[config.mk]
export PLATFORM = sky130hd
export DESIGN_NAME = expect_sched_flat
export DESIGN_NICKNAME = d
export VERILOG_FILES = /design/src/rtl/expect_pkg.sv /design/src/rtl/expect_sched_if.sv /design/src/rtl/expect_arb.sv /design/src/rtl/expect_sched.sv /design/src/flat_wrapper.sv
export SDC_FILE = /design/constraint.sdc
export NUM_CORES = 1
export LEC_CHECK = 0
export ABC_AREA = 1
export CAP_MARGIN = 20
export CORE_ASPECT_RATIO = 1.2
export CORE_MARGIN = 5
export CORE_UTILIZATION = 39
export CTS_CLUSTER_DIAMETER = 100
export DETAILED_ROUTE_END_ITERATION = 16
export PLACE_DENSITY = 0.73
export SYNTH_ARGS = -nofsm -noshare
export SYNTH_HDL_FRONTEND = slang
export SYNTH_SLANG_ARGS = --single-unit
[constraint.sdc]
create_clock -name clk -period 2.4 [get_ports clk]
set_input_delay 0.24 -clock clk [delete_from_list [all_inputs] [get_ports clk]]
set_output_delay 0.24 -clock clk [all_outputs]
set_load 0.03 [all_outputs]
[src/rtl/expect_pkg.sv]
// rtl/expect_pkg.sv - shared types and default widths for the expected-pattern sequencer
package expect_pkg;
    localparam int STEP_W    = 4;
    localparam int ADDR_W    = 8;
    localparam int DATA_W    = 16;
    localparam int NUM_STEPS = 16;

    localparam int DISP = 0;
    localparam int CHK  = 1;

    typedef enum logic [1:0] {
        IDLE  = 2'd0,
        RUN   = 2'd1,
        PAUSE = 2'd2,
        DONE  = 2'd3
    } state_e;
endpackage

[src/rtl/expect_sched_if.sv]
// rtl/expect_sched_if.sv - requester and ROM port bundle for expect_sched
interface expect_sched_if #(
    parameter int ADDR_W = expect_pkg::ADDR_W,
    parameter int DATA_W = expect_pkg::DATA_W,
    parameter int STEP_W = expect_pkg::STEP_W
);
    logic              disp_req;
    logic [ADDR_W-1:0] disp_x;
    logic [ADDR_W-1:0] disp_y;
    logic              disp_gnt;
    logic              disp_valid;
    logic [DATA_W-1:0] disp_data;
    logic              chk_req;
    logic [ADDR_W-1:0] chk_x;
    logic [ADDR_W-1:0] chk_y;
    logic              chk_gnt;
    logic              chk_valid;
    logic [DATA_W-1:0] chk_data;
    logic [STEP_W-1:0] rd_step;
    logic [STEP_W-1:0] mem_step;
    logic [ADDR_W-1:0] mem_x;
    logic [ADDR_W-1:0] mem_y;
    logic [DATA_W-1:0] mem_data;

    modport slave (
        input  disp_req, disp_x, disp_y, chk_req, chk_x, chk_y, mem_data,
        output disp_gnt, disp_valid, disp_data, chk_gnt, chk_valid, chk_data,
               rd_step, mem_step, mem_x, mem_y
    );

    modport master (
        output disp_req, disp_x, disp_y, chk_req, chk_x, chk_y, mem_data,
        input  disp_gnt, disp_valid, disp_data, chk_gnt, chk_valid, chk_data,
               rd_step, mem_step, mem_x, mem_y
    );
endinterface

[src/rtl/expect_arb.sv]
// rtl/expect_arb.sv - display-priority ROM port arbiter with checker starvation guard
module expect_arb
    import expect_pkg::*;
#(
    parameter int ADDR_W     = expect_pkg::ADDR_W,
    parameter int STARVE_MAX = 7
) (
    input  logic              clk,
    input  logic              rst_n,
    input  logic              disp_req,
    input  logic [ADDR_W-1:0] disp_x,
    input  logic [ADDR_W-1:0] disp_y,
    input  logic              chk_req,
    input  logic [ADDR_W-1:0] chk_x,
    input  logic [ADDR_W-1:0] chk_y,
    output logic [1:0]        gnt,
    output logic [ADDR_W-1:0] mem_x,
    output logic [ADDR_W-1:0] mem_y
);
    localparam int SW = $clog2(STARVE_MAX + 1);

    logic [SW-1:0] starve_q, starve_d;

    always_comb begin
        gnt      = 2'b00;
        gnt[CHK] = chk_req && (!disp_req || starve_q == SW'(STARVE_MAX));
        gnt[DISP] = disp_req && !gnt[CHK];

        mem_x = '0;
        mem_y = '0;
        if (gnt[CHK]) begin
            mem_x = chk_x;
            mem_y = chk_y;
        end else if (gnt[DISP]) begin
            mem_x = disp_x;
            mem_y = disp_y;
        end

        // Saturating count of consecutive denied checker cycles
        starve_d = starve_q;
        if (gnt[CHK]) begin
            starve_d = '0;
        end else if (chk_req && starve_q != SW'(STARVE_MAX)) begin
            starve_d = starve_q + SW'(1);
        end
    end

    always_ff @(posedge clk or negedge rst_n) begin
        if (!rst_n) begin
            starve_q <= '0;
        end else begin
            starve_q <= starve_d;
        end
    end
endmodule

[src/rtl/expect_sched.sv]
// rtl/expect_sched.sv - step sequencer and shared ROM read port; EXPECT_LOOP_EN makes the pattern repeat
module expect_sched
    import expect_pkg::*;
#(
    parameter int TICK_W     = 25,
    parameter int NUM_STEPS  = expect_pkg::NUM_STEPS,
    parameter int STEP_W     = expect_pkg::STEP_W,
    parameter int ADDR_W     = expect_pkg::ADDR_W,
    parameter int DATA_W     = expect_pkg::DATA_W,
    parameter int STARVE_MAX = 7
) (
    input  logic              clk,
    input  logic              rst_n,
    input  logic              start,
    input  logic              pause,
    expect_sched_if.slave     bus,
    output logic [STEP_W-1:0] step,
    output logic              step_pulse,
    output logic              running,
    output logic              done
);
    localparam logic [1:0] ST_IDLE  = 2'(IDLE);
    localparam logic [1:0] ST_RUN   = 2'(RUN);
    localparam logic [1:0] ST_PAUSE = 2'(PAUSE);
    localparam logic [1:0] ST_DONE  = 2'(DONE);
    localparam logic [STEP_W-1:0] LAST_STEP = STEP_W'(NUM_STEPS - 1);

    logic [1:0]        state_q, state_d;
    logic [TICK_W-1:0] tick_q, tick_d;
    logic [STEP_W-1:0] step_q, step_d;
    logic              step_pulse_q, step_pulse_d;
    logic              tick_en, tick_wrap;

    logic [1:0]        gnt;
    logic              disp_valid_q, disp_valid_d;
    logic              chk_valid_q, chk_valid_d;
    logic [DATA_W-1:0] disp_data_q, disp_data_d;
    logic [DATA_W-1:0] chk_data_q, chk_data_d;
    logic [STEP_W-1:0] rd_step_q, rd_step_d;

    expect_arb #(
        .ADDR_W    (ADDR_W),
        .STARVE_MAX(STARVE_MAX)
    ) u_arb (
        .clk     (clk),
        .rst_n   (rst_n),
        .disp_req(bus.disp_req),
        .disp_x  (bus.disp_x),
        .disp_y  (bus.disp_y),
        .chk_req (bus.chk_req),
        .chk_x   (bus.chk_x),
        .chk_y   (bus.chk_y),
        .gnt     (gnt),
        .mem_x   (bus.mem_x),
        .mem_y   (bus.mem_y)
    );

    always_comb begin
        state_d      = state_q;
        tick_d       = tick_q;
        step_d       = step_q;
        step_pulse_d = 1'b0;
        // The cycle pause drops already counts, so a resumed step finishes on time
        tick_en   = (state_q == ST_RUN || state_q == ST_PAUSE) && !pause;
        tick_wrap = tick_en && (tick_q == '1);

        if (start) begin
            state_d = ST_RUN;
            tick_d  = '0;
            step_d  = '0;
        end else begin
            if (state_q == ST_RUN && pause) begin
                state_d = ST_PAUSE;
            end else if (state_q == ST_PAUSE && !pause) begin
                state_d = ST_RUN;
            end
            if (tick_en) begin
                tick_d = tick_q + TICK_W'(1);
            end
            if (tick_wrap) begin
                step_pulse_d = 1'b1;
                if (step_q == LAST_STEP) begin
                    step_d = '0;
`ifndef EXPECT_LOOP_EN
                    state_d = ST_DONE;
`endif
                end else begin
                    step_d = step_q + STEP_W'(1);
                end
            end
        end
    end

    assign bus.mem_step = (gnt != 2'b00) ? step_q : '0;

    always_comb begin
        disp_valid_d = gnt[DISP];
        chk_valid_d  = gnt[CHK];
        disp_data_d  = gnt[DISP] ? bus.mem_data : disp_data_q;
        chk_data_d   = gnt[CHK] ? bus.mem_data : chk_data_q;
        rd_step_d    = (gnt != 2'b00) ? step_q : rd_step_q;
    end

    always_ff @(posedge clk or negedge rst_n) begin
        if (!rst_n) begin
            state_q      <= ST_IDLE;
            tick_q       <= '0;
            step_q       <= '0;
            step_pulse_q <= 1'b0;
            disp_valid_q <= 1'b0;
            chk_valid_q  <= 1'b0;
            disp_data_q  <= '0;
            chk_data_q   <= '0;
            rd_step_q    <= '0;
        end else begin
            state_q      <= state_d;
            tick_q       <= tick_d;
            step_q       <= step_d;
            step_pulse_q <= step_pulse_d;
            disp_valid_q <= disp_valid_d;
            chk_valid_q  <= chk_valid_d;
            disp_data_q  <= disp_data_d;
            chk_data_q   <= chk_data_d;
            rd_step_q    <= rd_step_d;
        end
    end

    assign bus.disp_gnt   = gnt[DISP];
    assign bus.chk_gnt    = gnt[CHK];
    assign bus.disp_valid = disp_valid_q;
    assign bus.chk_valid  = chk_valid_q;
    assign bus.disp_data  = disp_data_q;
    assign bus.chk_data   = chk_data_q;
    assign bus.rd_step    = rd_step_q;
    assign step           = step_q;
    assign step_pulse     = step_pulse_q;
    assign running        = (state_q == ST_RUN) || (state_q == ST_PAUSE);
    assign done           = (state_q == ST_DONE);
endmodule

[src/flat_wrapper.sv]
// flat-port wrapper written by rule: the top's interface ports become plain ports
module expect_sched_flat import expect_pkg::*;
#(
    parameter int TICK_W     = 25,
    parameter int NUM_STEPS  = expect_pkg::NUM_STEPS,
    parameter int STEP_W     = expect_pkg::STEP_W,
    parameter int ADDR_W     = expect_pkg::ADDR_W,
    parameter int DATA_W     = expect_pkg::DATA_W,
    parameter int STARVE_MAX = 7
)
  (clk, rst_n, start, pause, step, step_pulse, running, done, bus_disp_req, bus_disp_x, bus_disp_y, bus_chk_req, bus_chk_x, bus_chk_y, bus_mem_data, bus_disp_gnt, bus_disp_valid, bus_disp_data, bus_chk_gnt, bus_chk_valid, bus_chk_data, bus_rd_step, bus_mem_step, bus_mem_x, bus_mem_y);
  expect_sched_if #(.ADDR_W(ADDR_W), .DATA_W(DATA_W), .STEP_W(STEP_W)) bus_i ();
  input  logic clk;
  input  logic rst_n;
  input  logic start;
  input  logic pause;
  output logic [STEP_W-1:0] step;
  output logic step_pulse;
  output logic running;
  output logic done;
  input wire logic [$bits(bus_i.disp_req)-1:0] bus_disp_req;
  input wire logic [$bits(bus_i.disp_x)-1:0] bus_disp_x;
  input wire logic [$bits(bus_i.disp_y)-1:0] bus_disp_y;
  input wire logic [$bits(bus_i.chk_req)-1:0] bus_chk_req;
  input wire logic [$bits(bus_i.chk_x)-1:0] bus_chk_x;
  input wire logic [$bits(bus_i.chk_y)-1:0] bus_chk_y;
  input wire logic [$bits(bus_i.mem_data)-1:0] bus_mem_data;
  output wire logic [$bits(bus_i.disp_gnt)-1:0] bus_disp_gnt;
  output wire logic [$bits(bus_i.disp_valid)-1:0] bus_disp_valid;
  output wire logic [$bits(bus_i.disp_data)-1:0] bus_disp_data;
  output wire logic [$bits(bus_i.chk_gnt)-1:0] bus_chk_gnt;
  output wire logic [$bits(bus_i.chk_valid)-1:0] bus_chk_valid;
  output wire logic [$bits(bus_i.chk_data)-1:0] bus_chk_data;
  output wire logic [$bits(bus_i.rd_step)-1:0] bus_rd_step;
  output wire logic [$bits(bus_i.mem_step)-1:0] bus_mem_step;
  output wire logic [$bits(bus_i.mem_x)-1:0] bus_mem_x;
  output wire logic [$bits(bus_i.mem_y)-1:0] bus_mem_y;
  assign bus_i.disp_req = bus_disp_req;
  assign bus_i.disp_x = bus_disp_x;
  assign bus_i.disp_y = bus_disp_y;
  assign bus_i.chk_req = bus_chk_req;
  assign bus_i.chk_x = bus_chk_x;
  assign bus_i.chk_y = bus_chk_y;
  assign bus_i.mem_data = bus_mem_data;
  assign bus_disp_gnt = bus_i.disp_gnt;
  assign bus_disp_valid = bus_i.disp_valid;
  assign bus_disp_data = bus_i.disp_data;
  assign bus_chk_gnt = bus_i.chk_gnt;
  assign bus_chk_valid = bus_i.chk_valid;
  assign bus_chk_data = bus_i.chk_data;
  assign bus_rd_step = bus_i.rd_step;
  assign bus_mem_step = bus_i.mem_step;
  assign bus_mem_x = bus_i.mem_x;
  assign bus_mem_y = bus_i.mem_y;
  expect_sched #(.TICK_W(TICK_W), .NUM_STEPS(NUM_STEPS), .STEP_W(STEP_W), .ADDR_W(ADDR_W), .DATA_W(DATA_W), .STARVE_MAX(STARVE_MAX)) u_core (.clk(clk), .rst_n(rst_n), .start(start), .pause(pause), .bus(bus_i), .step(step), .step_pulse(step_pulse), .running(running), .done(done));
endmodule
---- Yosys cells after proc, flatten, opt, wreduce, memory -nomap -nowiden ----
Cells that the tools add are included.
W data, S select, Z words.
storage, ports and cells
  word-level logic and storage cells ...... 55
  bits of input ports ..................... 54
  bits in registers ....................... 73
  output and inout port bits .............. 67
cells by class
  reduce and logical (&&, ||, !) cells .... 16
  add/sub/neg operators ................... 3
  eq/ne operators ......................... 7
  mux-type cells .......................... 19
operator list
  cell                     number
  $mux W25                 2
  $mux W8                  4
  $add A25 B1 Y25 const B  1
  $eq A25 B25 Y1 const B   1
  $mux W4                  4
  $mux W2                  5
  $reduce_bool A2 Y1       4
  $logic_and A1 B1 Y1      7
  $mux W3                  2
  $add A4 B1 Y4 const B    1
  $eq A2 B2 Y1 const B     2
  $eq A4 B4 Y1 const B     1
  $add A3 B1 Y3 const B    1
  $eq A3 B3 Y1 const B     1
  $logic_not A1 Y1         3
  $ne A3 B3 Y1 const B     1
  $eq A2 B1 Y1 const B     1
  $logic_or A1 B1 Y1       2
  $mux W1                  2

---- Depth between registers and ports, before layout ----
  depth after elaboration ................. 7
  gate-level depth with buffers ........... 11
  gate-level depth less buffers ........... 11

---- By module ----
A second synthesis with hierarchy kept.
unflattened totals
  cell total of the unflattened synthesis .. 430
  area total of the unflattened synthesis .. 3,757.4 um^2
modules (own cells, without submodules)
  module        times used  cells each  area an instance (um^2)  seq. area each (um^2)
  expect_sched  1           358         3,347.0                  1,751.7
  expect_arb    1           72          410.4                    75.1

---- Worst setup path before layout ----
OpenSTA, ideal clock, no wires.
  path kind ............................... reg2out
  from .................................... reg u_core.u_arb.starve_q[0]
  to ...................................... out bus_mem_x[0]
  arrival time ............................ 1.667 ns
  required time ........................... 2.160 ns
  setup slack ............................. 0.493 ns
  cell stages (with the launch flop) ...... 8
  buffers on the path ..................... 1
  cell sequence ........................... dfrtp_1 > ha_1 > ha_1 > o21ai_4 > nand2_4 > clkinv_2 > buf_6 > a22o_1
between the ends
  longest elaborated chain between the ends .. 7
ends and longest elaborated chain
  what                      line                RTL
  start: declaration        expect_arb.sv:22    logic [SW-1:0] starve_q, starve_d;
  start signal: assignment  expect_arb.sv:52    starve_q <= starve_d;
  $eq A3 B3 Y1 *            expect_arb.sv:26    gnt[CHK] = chk_req && (!disp_req || starve_q == SW'(STARVE_MAX));
  $logic_or A1 B1 Y1 *      expect_arb.sv:26
  $logic_and A1 B1 Y1 *     expect_arb.sv:26
  $logic_not A1 Y1          expect_arb.sv:27    gnt[DISP] = disp_req && !gnt[CHK];
  $logic_and A1 B1 Y1       expect_arb.sv:27
  $mux W8                   expect_arb.sv:34    end else if (gnt[DISP]) begin
  $mux W8 *                 expect_arb.sv:31    if (gnt[CHK]) begin
  end: declaration          flat_wrapper.sv:36  output wire logic [$bits(bus_i.mem_x)-1:0] bus_mem_x;
Every way passes the cells marked *; elsewhere a longest branch is shown, timed or not.

---- Final worst setup path ----
  from .................................... reg u_core.u_arb.starve_q[0]
  to ...................................... out bus_mem_y[7]
between the ends
  longest elaborated chain between the ends .. 7
ends and longest elaborated chain
  what                   line                RTL
  $eq A3 B3 Y1 *         expect_arb.sv:26
  $logic_or A1 B1 Y1 *   expect_arb.sv:26
  $logic_and A1 B1 Y1 *  expect_arb.sv:26
  $logic_not A1 Y1       expect_arb.sv:27
  $logic_and A1 B1 Y1    expect_arb.sv:27
  $mux W8                expect_arb.sv:34
  $mux W8 *              expect_arb.sv:31
  end: declaration       flat_wrapper.sv:37  output wire logic [$bits(bus_i.mem_y)-1:0] bus_mem_y;
Marks and branches as above.

==> summary.md <==
| Metric | Value |
|---|---|
| Fin. max-slew vios | 0 |
| Vias per cell | 4.86 |
| Synth cell types | 28 |
| Setup TNS | 0 ps |
| Post-DP HPWL | between 8000 and 9000 µm |
| DR WL/cell | 15.3 µm |
| Yosys top cell by area | dfrtp_1 |
| Reg area | roughly 1800 µm² |
| Worst EP required | between 2000 and 2500 ps |
| Worst Setup Start Kind | flop |
| Syn nets | 521 |
| Io pins | around 120 |
| Drt first pass iters | 5 |
| Die Ht | 116 µm |
| Hold Fails Final Rpt | 0 |
| Worst slew pin tran | 678 ps |
| Met3 wire length | ~1000 µm |
| Post-synth top area share | around 50% |
| Post-route DRC | 0 |
| CTS clk-pin slew, worst paths | ~80 ps |
| Metal-1 WL | 4610 µm |
| Clock Skews | about 13 ps |
| Setup Crit Path Kind | reg -> out |
| Top cells by count, synth | 170 x nand2_1, 73 x dfrtp_1, 46 x nor2_1, 44 x inv_1, 26 x nand3_1 |
| Antenna Nets Post-Route | 0 |
| Sequential-to-total area share from yosys stat | 50.3% |
| Fmax | 0.431 GHz |
| Syn Std Cell Area | ~3600 µm² |
| Area Growth Syn to Fin | 45.3% |
| CTS sink cnt | 73 |
| Number of synthesized register bits | 73 |
| Peak supply drop | between 200 and 300 µV |
| Worst Path Arrival | 2080 ps |
| Skew-Pair Late Insertion Delay | approximately 340 ps |
| Ys flop type | dfrtp_1 |
| Top sig layer | met4 |
| RSZ-0062 raised after global routing | true |
| Mean Syn Cell Area | 7.90 µm² |
| Met2 wire length | around 5000 µm |
| H-tree Lvls | 3 |
| Slew HR | between 50% and 60% |
| Total number of yosys warnings | 0 |
| Filler Cell Count | 820 |
| Worst Hold Class | in -> async |
| Largest cells by area after synthesis | dfrtp_1 50%, nand2_1 18%, nor2_1 4.8% |
| GRT overflow | 0 |
| TritonCTS buffer count | 9 |
| RePlAce Congestion | a little under 1 |
| Cells after Synth | 460 |
| Clock buffer depth | 2 |
| Setup-failing EPs final | 0 |
| Period utilization | a little over nine tenths |
| Root Buffer | clkbuf_8 |
| Critical R2R Launch | u_core.state_q[0] |
| Power Density | a little under 600 nW/µm² |
| Multi-input gate area in the final layout | 1570 µm² |
| Asr flop ratio synth | 100% |
| Status | completed |
| Core area | between 9000 and 10000 µm² |
| Routed via count | approximately 3500 |
| Initial DRC count | between 100 and 150 |
| Post-synth EDFFs | 0 |
| Worst-path maximum fanout | 14 |
| Largest net degree at the start of global routing | 33 |
| TritonCTS clock tree | done |
| Starting density of the core | 40.0% |
| Port buffer count | 120 |
| Critical Path Sink Type | primary output |
| Total Wirelength | approximately 11000 µm |
| # rows | 38 |
| Crit path from | u_core.u_arb.starve_q[0] |
| Layout cells sized above 1 | 10.9% |
| Post-layout min period | between 2000 and 2500 ps |
| Nets | around 650 |
| Die area | around 11000 µm² |
| Post-layout util | 58.1% |
| Max-cap check violation count | 0 |
| Antenna violations before repair | 1 |
| Lkg Pwr | approximately 0.0025 µW |
| DP Worst Slack | between 150 and 200 ps |
| Final WS setup | 79.1 ps |
| Count leader, synth | nand2_1 |
| Width of the die | approximately 98 µm |
| Total track usage | around a fifth |
| First-pass GRT wire length | 17600 µm |
| Vias in the first global route | around 3400 |
## routing by layer
layer | track usage [%] | vias up
met2 | 33.4 | 132
met4 | 7.48 | 0
met5 | 0 | -
met3 | 6.14 | 11
li1 | - | 1719
met1 | 24.1 | 1623
## cells in the final DEF (no fill, tap or decap), drive strengths merged
cell,n
nand2,174
clkdlybuf4s50,101
dfrtp,73
nor2,53
inv,46
buf,30
nand3,27
o21ai,21
a22o,16
a21oi,14
clkbuf,11
ha,7
nand4,6
nor3,5
clkinv,5
diode,1
mux2i,1
xnor2,1
o21bai,1
o211ai,1
bufinv,1
dlygate4sd3,1
dlymetal6s2s,1
## stage by stage
step                std cells  area [µm²]  hold slack [ps]  total power [µW]
finish                    717        5280              460              3130
detailed placement        697        5010              324              2170
CTS                       714        5230              440              3160
floorplan                 460        3630            -55.6              1760
global placement          697        5010              311              2160
global route              717        5280              467              3280
## repair_timing
item,CTS,global route
pin swaps,0,1
endpoints found under the hold margin,27,0
setup endpoints to repair,16,17
resized for setup,1,4
setup buffers,0,2
hold buffers,1,0
## power breakdown
part / internal [µW] / switching [µW]
Combinational: 343 / 443
Clock: 533 / 443
Sequential: 1310 / 49.9
## sequential cells by signal, indices dropped and copies added (netlist names)
signal	cells
u_core.bus.rd_step	4
u_core.state_q	2
u_core.tick_q	25
u_core.bus.chk_data	16
u_core.step	4
u_core.u_arb.starve_q	3
u_core.bus.disp_data	16
u_core.bus.chk_valid	1
u_core.step_pulse	1
u_core.bus.disp_valid	1
## final timing paths
path | end | slack [ps] | depth (start not counted)
setup / recovery | bus_mem_y[7] | 80 | 7
hold / removal | u_core.tick_q[13] | 460 | 2
setup reg to reg | u_core.step[1] | 480 | 10
hold reg to reg | u_core.bus.chk_data[4] | 480 | 2
max in group asynchronous | u_core.bus.disp_data[1] | 1270 | 3
min in group clk | u_core.bus.chk_data[10] | 460 | 3
## area by class of cell
class | count | share of cell area (%)
flip-flops and latches | 73 | 34.6
multi-input cells | 327 | 29.7
repair buffers | 133 | 25.5
inverters | 47 | 3.44
clock buffers | 11 | 2.87
well taps | 120 | 2.85
clock inverters | 5 | 1.02
diodes | 1 | 0.0474
## logic make-up after synthesis
group,count (synthesis),share of synthesized area (%)
buf+inv,60,7.30
fa+ha+maj,7,2.41
mux,1,0.276
compound gates,53,9.40
flops,73,50.3
xor+xnor,1,0.241
simple gates,265,30.1
## critical path, cell delays in order (launching register included)
cell	delay (ps)
dfrtp_1	410
ha_1	210
ha_1	220
o21ai_4	190
inv_2	60
buf_4	200
a22o_1	280
buf_12	140
No activity file was read; power rests on OpenSTA's default activity.
==> RTL edit 1, RTL diff (config.mk and constraints unchanged) <==
`disp_data_q` no longer has a reset.
--- a/src/rtl/expect_sched.sv
+++ b/src/rtl/expect_sched.sv
@@ -110,5 +110,4 @@
             disp_valid_q <= 1'b0;
             chk_valid_q  <= 1'b0;
-            disp_data_q  <= '0;
             chk_data_q   <= '0;
             rd_step_q    <= '0;
@@ -120,8 +119,11 @@
             disp_valid_q <= disp_valid_d;
             chk_valid_q  <= chk_valid_d;
-            disp_data_q  <= disp_data_d;
             chk_data_q   <= chk_data_d;
             rd_step_q    <= rd_step_d;
         end
+    end
+
+    always_ff @(posedge clk) begin
+        disp_data_q <= disp_data_d;
     end
 
Formal check against the unedited RTL: not equivalent (a bounded check fails within 4 cycles, from zero or initial values and one cycle with rst_n low).
==> RTL edit 1 against the original RTL <==
- global-route usage down 1.9 points
- clock skew shrank 0.0030 ns
- maximum frequency is 0.42% lower
- setup slack got worse by 0.0099 ns
- area after synthesis fell by 0.52%
- synthesized cell count shrank 10%
- sequential cell count unchanged
- power shrank 1.1%
- clock power decreased by 10%
- final area decreased by 0.14%
- wire length is 9.9% lower
==> RTL edit 1: results (changes against the original RTL) <==
stage	metric	value	unit	change
power_and_ir_drop	ir_drop	0.254	mV	-15%
finish	drive_gt1_frac	0.139		+0.0304
outcome	status	finished clean		
finish	nClkBuffers	9		-2
worst_setup_path	rr_worst_depth	8		-2
detailed_routing	drt_pre_antenna_iters	4		-1
finish	multi_input_area	1520	µm²	-3.0%
synth	synth-compound-area-share	0.0904		-0.00367
clock_tree	postCtsSetupBuffers	1		+1
clock_tree	cts_resized	2		+1
detailed_routing	drt_iter0_markers	181		+33%
global_route	grt_max_degree	41		+24%
finish	nets	608		-6.7%
synth	yosys-top-cells-count	nand2_1 (118), dfrtp_1 (57), nor2_1 (51)		
finish	clk_share	0.0335		-0.00541
finish	seq_cell_count	73		unchanged
synth	synth.mux.area_fraction	0.00277		+0.0000143
placed_design	dpl.hpwl	7.41	mm	-14%
global_route	first_global_vias	3289		-4.5%
synth	synth_xor_area_frac	0.00242		+0.0000125
synth	syn_area_per_cell	8.75	µm²	+11%
finish	antennaDiodeCount	0		-1
timing	fin_skew	0.0103	ns	-0.00304 ns
placed_design	gp_congestion	0.889		-8.6%
timing	holdWs	0.379	ns	-0.0810 ns
detailed_routing	wl	9.87	mm	-9.9%
synth	ys_types	32		+14%
finish	final_cell_count_no_fill	672		-6.3%
detailed_routing	routed_via_density	4.85		-0.31%
worst_setup_path	crit_end	bus_mem_x[7]		
global_route	grt_use_total	0.179		-0.0193
-- RTL edit 1: cell types whose count changed in the layout (fill, tap and decap cells not counted), sizes merged, moves of 3 or more --
cell / before / now
nor2: 53 / 63
inv: 46 / 43
nand2: 174 / 124
o21ai: 21 / 16
edfxtp: 0 / 16
dfrtp: 73 / 57
-- RTL edit 1: where the power goes --
group	switching, mW	total (mW)	internal, mW
clock	0.491	0.875	0.384
sequential	0.0537	1.41	1.36
combinational	0.448	0.805	0.358
-- RTL edit 1: layer usage --
layer | track usage | vias up | part of all wire
met4 | 0.0637 | 0 | 0.023
met3 | 0.0614 | 22 | 0.083
met1 | 0.219 | 1492 | 0.42
met2 | 0.297 | 130 | 0.47
li1 | - | 1612 | -
met5 | 0 | - | 0
-- RTL edit 1: stage by stage --
step                total power [mW]  area, µm²
finish                          3.09       5270
global placement                2.20       4970
CTS                             3.12       5210
detailed placement              2.22       4970
global route                    3.27       5270
floorplan                       1.83       3610
==> RTL edit 2, RTL diff (same settings) <==
Made on the original files. `STARVE_MAX` is set to 7 in 3 places; all go to 9.
--- a/src/rtl/expect_arb.sv
+++ b/src/rtl/expect_arb.sv
@@ -4,5 +4,5 @@
 #(
     parameter int ADDR_W     = expect_pkg::ADDR_W,
-    parameter int STARVE_MAX = 7
+    parameter int STARVE_MAX = 9
 ) (
     input  logic              clk,
--- a/src/rtl/expect_sched.sv
+++ b/src/rtl/expect_sched.sv
@@ -8,5 +8,5 @@
     parameter int ADDR_W     = expect_pkg::ADDR_W,
     parameter int DATA_W     = expect_pkg::DATA_W,
-    parameter int STARVE_MAX = 7
+    parameter int STARVE_MAX = 9
 ) (
     input  logic              clk,
--- a/src/flat_wrapper.sv
+++ b/src/flat_wrapper.sv
@@ -7,5 +7,5 @@
     parameter int ADDR_W     = expect_pkg::ADDR_W,
     parameter int DATA_W     = expect_pkg::DATA_W,
-    parameter int STARVE_MAX = 7
+    parameter int STARVE_MAX = 9
 )
   (clk, rst_n, start, pause, step, step_pulse, running, done, bus_disp_req, bus_disp_x, bus_disp_y, bus_chk_req, bus_chk_x, bus_chk_y, bus_mem_data, bus_disp_gnt, bus_disp_valid, bus_disp_data, bus_chk_gnt, bus_chk_valid, bus_chk_data, bus_rd_step, bus_mem_step, bus_mem_x, bus_mem_y);
Function: changed (Yosys sat finds a counterexample within 10 cycles, from zero or initial values and one cycle with rst_n low).
==> RTL edit 2 against the original RTL <==
- final area grew 1.0%
- sequential share of layout area is 0.12 points higher
- utilization shrank 1.8 points
- global-route usage decreased by 3.5 points
- wire length shrank 13%
- largest power group unchanged
- sequential cell count grew 1
- critical path depth is 3 lower
- power increased by 8.5%
- setup slack improved by 0.20 ns
- hold slack worse by 0.43 ns
- area after synthesis is 3.7% higher
==> RTL edit 2: results (changes against the original RTL) <==
stage	metric	value	unit	change
power_and_ir_drop	p_leak	2.49	nW	-1.2%
synth	ys_seq_area_frac	0.492		-0.0112
placed_design	gp_congestion	0.831		-15%
synth	yosys-top-cells-count	nand2_1 (146), dfrtp_1 (74), inv_1 (52)		
worst_setup_path	crit_end	running		
clock_tree	clockRootBuffer	clkbuf_16		
finish	fill_cells	862		+5.1%
finish	antennaDiodeCount	0		-1
clock_tree	cts_made_buffers	9		unchanged
global_route	antenna_found_initial	0		-1
worst_setup_path	rr_worst_depth	10		unchanged
power_and_ir_drop	ir_drop	0.369	mV	+24%
placed_design	dpl.hpwl	7.20	mm	-17%
timing	slew-limit-headroom	0.375		-0.173
clock_tree	h-tree-depth	3		unchanged
power_and_ir_drop	pwr-share-seq	0.407		-0.029
worst_setup_path	critPathKind	reg -> out		
global_route	grt_pass1_wl	16.1	mm	-8.5%
outcome	status	finished clean		
detailed_routing	num_vias	3478		-0.20%
placed_design	place_area	5040	µm²	+0.52%
timing	fin_skew	0.00347	ns	-0.00991 ns
finish	drive_gt1_frac	0.125		+0.0157
clock_tree	clockBufferDepth	2		unchanged
finish	nets	658		+0.92%
worst_setup_path	worst-r2r-setup-slack	0.58	ns	+0.10 ns
worst_setup_path	cp-startpoint	u_core.state_q[0]		
clock_tree	clk_latency	0.32	ns	-0.02 ns
global_route	grt_util_met3	0.0373		-0.0241
synth	yosys.area.top_type_share	0.492		-0.0112
detailed_routing	drt_pre_antenna_iters	5		unchanged
synth	synthTopCellsByArea	dfrtp_1 (49%), nand2_1 (15%), o21ai_0 (5.6%), inv_1 (5.2%), nor2_1 (4.3%)		
clock_tree	cts_resized	0		-1
synth	ys_types	30		+7.1%
global_route	use_met1	0.199		-0.0421
worst_setup_path	slowest_delay	0.68	ns	+0.27 ns
worst_setup_path	arrival	1.88	ns	-0.20 ns
power_and_ir_drop	p_clk	1.30	mW	+33%
worst_setup_path	r2r_end	u_core.step[2]		
global_route	grt_max_degree	75		+130%
synth	synth_edf_count	0		unchanged
clock_tree	path_clk_slew	0.06	ns	-0.02 ns
worst_hold_path	hp-class	in -> async		
worst_setup_path	end_kind	output port		
detailed_routing	wl	9.49	mm	-13%
synth	synth_nets	536		+2.9%
power_and_ir_drop	p_sw_frac	0.285		-0.0142
detailed_routing	drt_iter0_markers	187		+38%
worst_setup_path	path_max_fanout	4		-10
global_route	grt_use_total	0.164		-0.0349
worst_setup_path	crit_path_top_delay_cell	clkdlybuf4s50_1		
global_route	met2_usage	0.287		-0.0471
RTL edit 2: changes by cell type in the layout (fill, tap and decap cells not counted), moves of 4 or more:
cell	unedited run	this run
nand2_2	3	8
o21ai_1	4	0
buf_12	7	0
clkbuf_8	11	0
o21ai_2	0	4
nor2_4	1	8
o21ai_0	16	42
inv_1	44	52
nand2_1	170	146
clkbuf_16	0	9
a22o_1	13	0
RTL edit 2: logic make-up (layout without fill, tap and decap cells):
group,Yosys count,count (layout),share of synthesized area
adder cells (fa/ha/maj),7,7,0.0233
flip-flops,74,74,0.492
AND/OR/NAND/NOR,255,255,0.310
AO/OA/AOI/OAI,66,66,0.0934
buffers and inverters,70,196,0.0744
multiplexers,1,1,0.00266
XOR/XNOR,2,2,0.00465
RTL edit 2: final cells by class:
cell class              count  share of cell area
clock buffers               9              0.0423
clock inverters             6              0.0127
inverters                  57              0.0401
multi-input cells         331               0.307
flip-flops and latches     74               0.347
well taps                 123              0.0289
repair buffers            124               0.222
RTL edit 2: critical path: cells and delay by family, from the launching register on:
kind / cells / cell delay (ns)
buffers and inverters: 3 / 0.83
flip-flops: 1 / 0.40
adder cells (fa/ha/maj): 1 / 0.33
RTL edit 2: through the flow:
step | total power [mW] | instances | hold slack, ns | utilization | worst slack, ns
after floorplan | 1.76 | 475 | -0.0556 | - | 0.633
after global placement | 2.10 | 709 | 0.437 | 0.532 | 0.367
after detailed placement | 2.12 | 709 | 0.447 | 0.532 | 0.304
after CTS | 3.44 | 724 | 0.0977 | 0.563 | 0.259
after global routing | 3.54 | 724 | 0.152 | 0.563 | 0.158
final | 3.39 | 724 | 0.0324 | 0.563 | 0.282
RTL edit 2: layer usage:
metal / vias up / part of all wire
met4: 0 / 0.0078
met5: - / 0
li1: 1746 / -
met2: 95 / 0.51
met1: 1630 / 0.42
met3: 7 / 0.064
